`config.mk`:
```
export PLATFORM = sky130hd
export DESIGN_NAME = if_stage
export DESIGN_NICKNAME = d
export VERILOG_FILES = /design/src/rtl/riscv_pkg.sv /design/src/rtl/if_id_reg.sv /design/src/rtl/if_stage.sv
export SDC_FILE = /design/constraint.sdc
export NUM_CORES = 1
export LEC_CHECK = 0
export ABC_AREA = 1
export CORE_UTILIZATION = 50
export DETAILED_ROUTE_END_ITERATION = 8
export GPL_TIMING_DRIVEN = 0
export HOLD_SLACK_MARGIN = 0.03
export PLACE_DENSITY = 0.78
export SLEW_MARGIN = 20
export SYNTH_ARGS = -nofsm -noshare
export SYNTH_HDL_FRONTEND = slang
export SYNTH_SLANG_ARGS = --single-unit
```
`constraint.sdc`:
```
create_clock -name clk -period 10.18 [get_ports clk]
set_clock_uncertainty 0.05 [all_clocks]
set_input_delay 1.527 -clock clk [delete_from_list [all_inputs] [get_ports clk]]
set_output_delay 1.527 -clock clk [all_outputs]
set_load 0.03 [all_outputs]
```
`src/rtl/riscv_pkg.sv`:
```
// Shared RV64 pipeline definitions: canonical NOP, default reset PC and fetch FSM encoding.
// Pure constants/types; no timing or flow-control behaviour of its own.
package riscv_pkg;

  localparam logic [31:0] NOP_INSTR        = 32'h0000_0013;
  localparam logic [63:0] RESET_PC_DEFAULT = 64'h0;

  typedef enum logic [1:0] {
    S_REQ  = 2'd0,
    S_WAIT = 2'd1,
    S_DROP = 2'd2
  } if_state_t;

endpackage

```
`src/rtl/if_id_reg.sv`:
```
// One-entry IF/ID pipeline register (valid, instr, pc) with load, flush and hold.
// Updates one cycle after load/flush/consume; holds contents while valid and not consumed.
module if_id_reg
  import riscv_pkg::*;
#(
  parameter int PC_WIDTH = 64
) (
  input  logic                clk,
  input  logic                reset,
  input  logic                load,
  input  logic [31:0]         load_instr,
  input  logic [PC_WIDTH-1:0] load_pc,
  input  logic                flush,
  input  logic                consume,
  output logic                valid,
  output logic [31:0]         instr,
  output logic [PC_WIDTH-1:0] pc
);

  // Flush wins over a same-cycle load so a squashed fetch never becomes visible.
  always_ff @(posedge clk or posedge reset) begin
    if (reset) begin
      valid <= 1'b0;
      instr <= NOP_INSTR;
      pc    <= '0;
    end else if (flush) begin
      valid <= 1'b0;
    end else if (load) begin
      valid <= 1'b1;
      instr <= load_instr;
      pc    <= load_pc;
    end else if (consume) begin
      valid <= 1'b0;
    end
  end

endmodule

```
`src/rtl/if_stage.sv`:
```
// RV64 instruction fetch: PC + single-outstanding fetch FSM feeding a one-entry IF/ID register.
// 1-cycle memory gives id_valid 2 cycles after acceptance; no request issues while decode stalls.
module if_stage
  import riscv_pkg::*;
#(
  parameter int                  PC_WIDTH = 64,
  parameter logic [PC_WIDTH-1:0] RESET_PC = RESET_PC_DEFAULT[PC_WIDTH-1:0]
) (
  input  logic                clk,
  input  logic                reset,
  output logic                imem_req,
  output logic [PC_WIDTH-1:0] imem_addr,
  input  logic                imem_ready,
  input  logic                imem_rvalid,
  input  logic [31:0]         imem_rdata,
  input  logic                redirect_valid,
  input  logic [PC_WIDTH-1:0] redirect_pc,
  output logic                id_valid,
  output logic [31:0]         id_instr,
  output logic [PC_WIDTH-1:0] id_pc,
  input  logic                id_ready
);

  if_state_t           state, state_nxt;
  logic [PC_WIDTH-1:0] pc, req_pc, redirect_tgt;
  logic                can_issue, accept, load;

  assign redirect_tgt = redirect_pc & ~{{(PC_WIDTH-2){1'b0}}, 2'b11};
  assign can_issue    = !id_valid || id_ready;
  assign imem_addr    = pc;

  always_comb begin
    state_nxt = state;
    imem_req  = 1'b0;
    accept    = 1'b0;
    load      = 1'b0;
    case (state)
      S_REQ: begin
        imem_req = can_issue && !redirect_valid && !reset;
        accept   = imem_req && imem_ready;
        if (accept) state_nxt = S_WAIT;
      end
      S_WAIT: begin
        if (redirect_valid) begin
          state_nxt = imem_rvalid ? S_REQ : S_DROP;
        end else if (imem_rvalid) begin
          load      = 1'b1;
          state_nxt = S_REQ;
        end
      end
      S_DROP: begin
        // A response arriving alongside a further redirect still retires the
        // squashed fetch; waiting for another one would deadlock.
        if (imem_rvalid) state_nxt = S_REQ;
      end
      default: state_nxt = S_REQ;
    endcase
  end

  always_ff @(posedge clk or posedge reset) begin
    if (reset) begin
      state  <= S_REQ;
      pc     <= RESET_PC;
      req_pc <= '0;
    end else begin
      state <= state_nxt;
      if (redirect_valid) begin
        pc <= redirect_tgt;
      end else if (accept) begin
        pc <= pc + PC_WIDTH'(4);
      end
      if (accept) req_pc <= pc;
    end
  end

  if_id_reg #(
    .PC_WIDTH (PC_WIDTH)
  ) u_if_id_reg (
    .clk        (clk),
    .reset      (reset),
    .load       (load),
    .load_instr (imem_rdata),
    .load_pc    (req_pc),
    .flush      (redirect_valid),
    .consume    (id_valid && id_ready),
    .valid      (id_valid),
    .instr      (id_instr),
    .pc         (id_pc)
  );

endmodule

```
* After elaboration in Yosys (flattened, before gate mapping) *
Index checks and enable logic that the tools add are counted.

operators by class
  add/sub/neg operators = 1
  muxes and demuxes = 15
  equality and inequality tests = 3
  reduce and logical (&&, ||, !) cells = 12
  bitwise operators = 1

operators with widths
  cell                     count
  $mux W64                 2
  $add A64 B3 Y64 const B  1
  $mux W1                  8
  $mux W2                  4
  $pmux W2 S3              1
  $logic_and A1 B1 Y1      4
  $logic_not A1 Y1         3
  $reduce_bool A3 Y1       1
  $eq A2 B1 Y1 const B     1
  $eq A2 B2 Y1 const B     1
  $logic_not A2 Y1         1
  $ne A2 B2 Y1 const B     1
  $reduce_and A2 Y1        1
  $reduce_bool A2 Y1       1
  $logic_or A1 B1 Y1       1
  $not A1 Y1               1

storage, ports and cells
  output and inout port bits = 162
  register bits = 227
  bits of input ports = 102
  logic and storage cells = 38

* Depth between registers and ports, before layout *
  depth in word-level cells = 8
  gate-level depth with buffers = 10
  mapped depth without buffers = 10

* Hierarchy *
Synthesis repeated with hierarchy kept, for this count alone.

second synthesis, totals
  cells, all modules = 1493
  area, all modules = 11285.8 sq um

by module, submodules not included
  module     area an instance (sq um)  sequential area each (sq um)  cells an instance  instances
  if_stage   7419.6                    3153.0                        1071               1
  if_id_reg  3866.2                    2431.1                        422                1

* Worst setup path before layout *
No wires, ideal clock.

  kind = input port to output port
  start = input port reset
  end = output port imem_req
  required time = 8.603 ns
  data arrival time = 6.932 ns
  slack = 1.671 ns
  cell stages on the path = 3
  buffers on the path = 0
  cell sequence = inv_1 nand3_1 nor2_1

between the ends
  word-level cells in the longest chain between the ends = 3

ends and longest elaborated chain
  element                     line            text
  from (decl)                 if_stage.sv:10  input logic reset,
  $logic_not A1 Y1 (no line)  -
  $logic_and A1 B1 Y1         if_stage.sv:39  imem_req = can_issue && !redirect_valid && !reset;
  $mux W1                     if_stage.sv:37  case (state)
  to (decl)                   if_stage.sv:11  output logic imem_req,

No other way between the ends.

* Final worst setup path *
Ends and elaborated chain as after synthesis.

==> summary.md <==
| Metric | Value |
|---|---|
| Critical path required time | `8.60 ns` |
| Startpoint class of the critical path | `primary input` |
| Initial antenna violation count | `0` |
| First-pass DRT Iterations | `6` |
| Ratio of total power to cell area | `221 nW/um2` |
| Worst slew pin tran | `1.08 ns` |
| Setup crit end kind | `output port` |
| Part of the power in registers | `39.3%` |
| I/O Pins | `264` |
| Die area | `22000 um2` |
| Fill count | `1686` |
| DR vias | `10074` |
| CP arrival | `3.29 ns` |
| Sequential element share of the synthesized area | `51.7%` |
| Core ar. | `21000 um2` |
| Clock sink count | `221` |
| Fin. max-slew vios | `0` |
| Vias in the first global route | `9817` |
| Setup bufs post-CTS | `0` |
| Hold-fix buffers, CTS | `0` |
| Number of synthesized flops with an enable pin | `0` |
| Antenna viol nets, final | `0` |
| Die width | `148 um` |
| # nets final | `1653` |
| GRT Residual Overflow | `0` |
| Area of the multi-input gates | `4380 um2` |
| CP Max Fanout | `49` |
| Clock transition at path regs | `0.06 ns` |
| Largest net degree at the start of global routing | `104` |
| CTS H-tree lvls | `1` |
| Final Critical Period | `4.87 ns` |
| Synth warn | `0` |
| Gp weighted congestion | `0.960` |
| DP Worst Slack | `5.30 ns` |
| Sequential Area | `5530 um2` |
| Drc violations | `0` |
| Relative slew slack | `27.9%` |
| WP buf/inv | `3` |
| Clock power share | `26.8%` |
| Final hold vios | `0` |
| Clk_lat worst skew | `0.51 ns` |
| Final instance area | `14500 um2` |
| Crit path top cell by count | `clkdlybuf4s50_1` |
| Clock Tree Root | `clkbuf_16` |
| Switch share | `35.2%` |
| First-pass GRT wire length | `55.5 mm` |
| #FFs+latches synth | `221` |
| Starting Density | `50.9%` |
| Tot GR Track Use | `33.2%` |
| CP top delay family | `buffers and inverters` |
| Fraction of layout cells with a size suffix above 1 | `11.2%` |
| TritonCTS Buffers | `24` |
| # diodes | `0` |
| RSZ-0062 raised after global routing | `no` |
| Synth async-reset ratio | `100%` |
| Die Height | `148 um` |
| Pleak | `6.48 nW` |
| CTS Buffer Depth | `3` |
| Worst min path class | `reg2reg` |
| Finish-stage setup viols | `0` |
| Worst setup margin | `5.31 ns` |
| Most used DFF post-synth | `dfrtp_1` |
| NetSw | `1.13 mW` |
| Drt initial violations | `797` |
| VDD IR max | `0.181 mV` |
| Cell variety after synth | `38` |
| Gate power share | `33.9%` |
| Crit share post-route | `47.8%` |
| DR WL/cell | `19.6 um` |
| Maxcap violations | `0` |
| Final WL | `36.1 mm` |
| CTS tree | `yes` |
| Vias/cell | `5.47` |
| DP Area | `13700 um2` |
| Row Count | `53` |
| Slowest CP cell | `clkdlybuf4s50_1` |
| CP Cell Sequence | `clkdlybuf4s50_1 -> inv_8 -> nand3_1 -> nor2_1 -> clkdlybuf4s50_1` |
| Post-Syn Instances | `1262` |
| Max frequency | `205 MHz` |
| Syn avg cell area | `8.48 um2` |
| Synth Cell Area | `10700 um2` |
| Port Buffers | `257` |
| Status | `complete, no violations` |
| CP Class | `in2out` |
| Detailed placer's ending HPWL | `27.2 mm` |
| Max incr delay on CP | `0.69 ns` |
| Area Growth Syn to Fin | `35.1%` |
| Cts repair resizes | `0` |
| Int Power | `2.07 mW` |
==> cells in the final DEF (no fill, tap or decap), types with 5 or more instances in the layout <==
cell	n
nor2_4	10
nand2_1	286
nor2_2	10
buf_4	5
inv_1	134
o211ai_1	5
nand3b_1	23
buf_2	26
inv_2	6
nor3_1	7
nand2_2	5
xor2_1	8
clkbuf_1	22
mux2_2	61
o21ai_1	5
dfrtp_1	218
nor2_1	144
o21ai_0	114
a21oi_1	36
nand3_1	86
nand4_1	23
clkbuf_16	25
clkdlybuf4s50_1	257
clkinv_2	5
==> cell usage after synthesis (all sizes together) (4+ instances only) <==
library cell	number	area share (%)
clkbuf	15	0.53
mux2	61	6.4
nand3	89	4.3
nor2	164	6.7
nand4	24	1.5
nand3b	23	1.6
nand2	294	11
o21ai	119	5.6
xor2	8	0.65
inv	141	4.9
buf	37	1.9
o221ai	4	0.33
dfrtp	218	51
o211ai	5	0.35
nor3	7	0.33
a21oi	36	1.7
==> routing by layer <==
| layer | part of all wire [%] | track usage [%] | vias to the layer above |
|---|---|---|---|
| met5 | 0 | 0 | - |
| met4 | 2.7 | 9.79 | 0 |
| met3 | 9.2 | 6.41 | 66 |
| met2 | 46 | 53.4 | 477 |
| met1 | 42 | 45.7 | 4872 |
| li1 | - | - | 4659 |
==> state kept, by name, indices dropped and copies added, names as in the netlist <==
| signal | cells |
|---|---|
| state | 2 |
| req_pc | 62 |
| u_if_id_reg.instr | 32 |
| imem_addr | 62 |
| u_if_id_reg.pc | 62 |
| u_if_id_reg.valid | 1 |
==> tightest hold or removal path: stages, from the launching register on <==
cell	delay [ns]
dfrtp_1	0.34
nand2_1	0.05
o21ai_0	0.06
==> logic make-up (layout without fill, tap and decap cells) <==
| group | count (synthesis) | after routing | synth area share (%) |
|---|---|---|---|
| flip-flops | 221 | 221 | 51.7 |
| buffers and inverters | 195 | 497 | 7.46 |
| AND/OR/NAND/NOR | 603 | 603 | 25.1 |
| multiplexers | 61 | 61 | 6.42 |
| other | 1 | 4 | 0.0350 |
| adder cells (fa/ha/maj) | 1 | 1 | 0.117 |
| XOR/XNOR | 9 | 9 | 0.736 |
| AO/OA/AOI/OAI | 171 | 171 | 8.40 |
==> cell type report <==
cell class | count | share of cell area [%]
Clock inverter | 7 | 0.441
Sequential cell | 221 | 38.3
Inverter | 143 | 3.76
Multi-Input combinational cell | 849 | 30.3
Clock buffer | 36 | 4.89
Buffer | 52 | 1.81
Tap cell | 275 | 2.38
Timing Repair Buffer | 259 | 18.2
==> path summary, 6_finish.rpt <==
| check | start | end | slack [ns] | cells past startpoint |
|---|---|---|---|---|
| worst max register to register | state[1] | u_if_id_reg.pc[63] | 8.00 | 5 |
| min in group asynchronous | reset | u_if_id_reg.pc[22] | 1.40 | 2 |
| worst max-delay path | reset | imem_req | 5.31 | 5 |
| worst min-delay path | req_pc[26] | req_pc[26] | 0.43 | 2 |
| max in group asynchronous | reset | req_pc[52] | 7.84 | 3 |
| worst min register to register | req_pc[26] | req_pc[26] | 0.43 | 2 |
==> power groups by stage <==
| stage | sequential [mW] | clock (mW) | combinational [mW] |
|---|---|---|---|
| detailed placement | 1.27 | 0 | 1.09 |
| finish | 1.26 | 0.857 | 1.09 |
| CTS | 1.26 | 0.866 | 1.09 |
| global route | 1.28 | 0.899 | 1.16 |
| global placement | 1.26 | 0 | 1.07 |
| floorplan | 1.57 | 0 | 0.280 |
==> through the flow <==
step	cells	utilization, %	setup TNS, ns	hold slack [ns]	power (mW)
finish	1842	68.8	0	0.430	3.20
global route	1842	68.8	0	0.449	3.34
CTS	1842	68.8	0	0.433	3.21
detailed placement	1799	65.2	0	0.419	2.35
global placement	1797	64.9	-84.39	0.414	2.33
floorplan	1265	-	0	0.399	1.85
No activity file was read; power rests on OpenSTA's default activity.
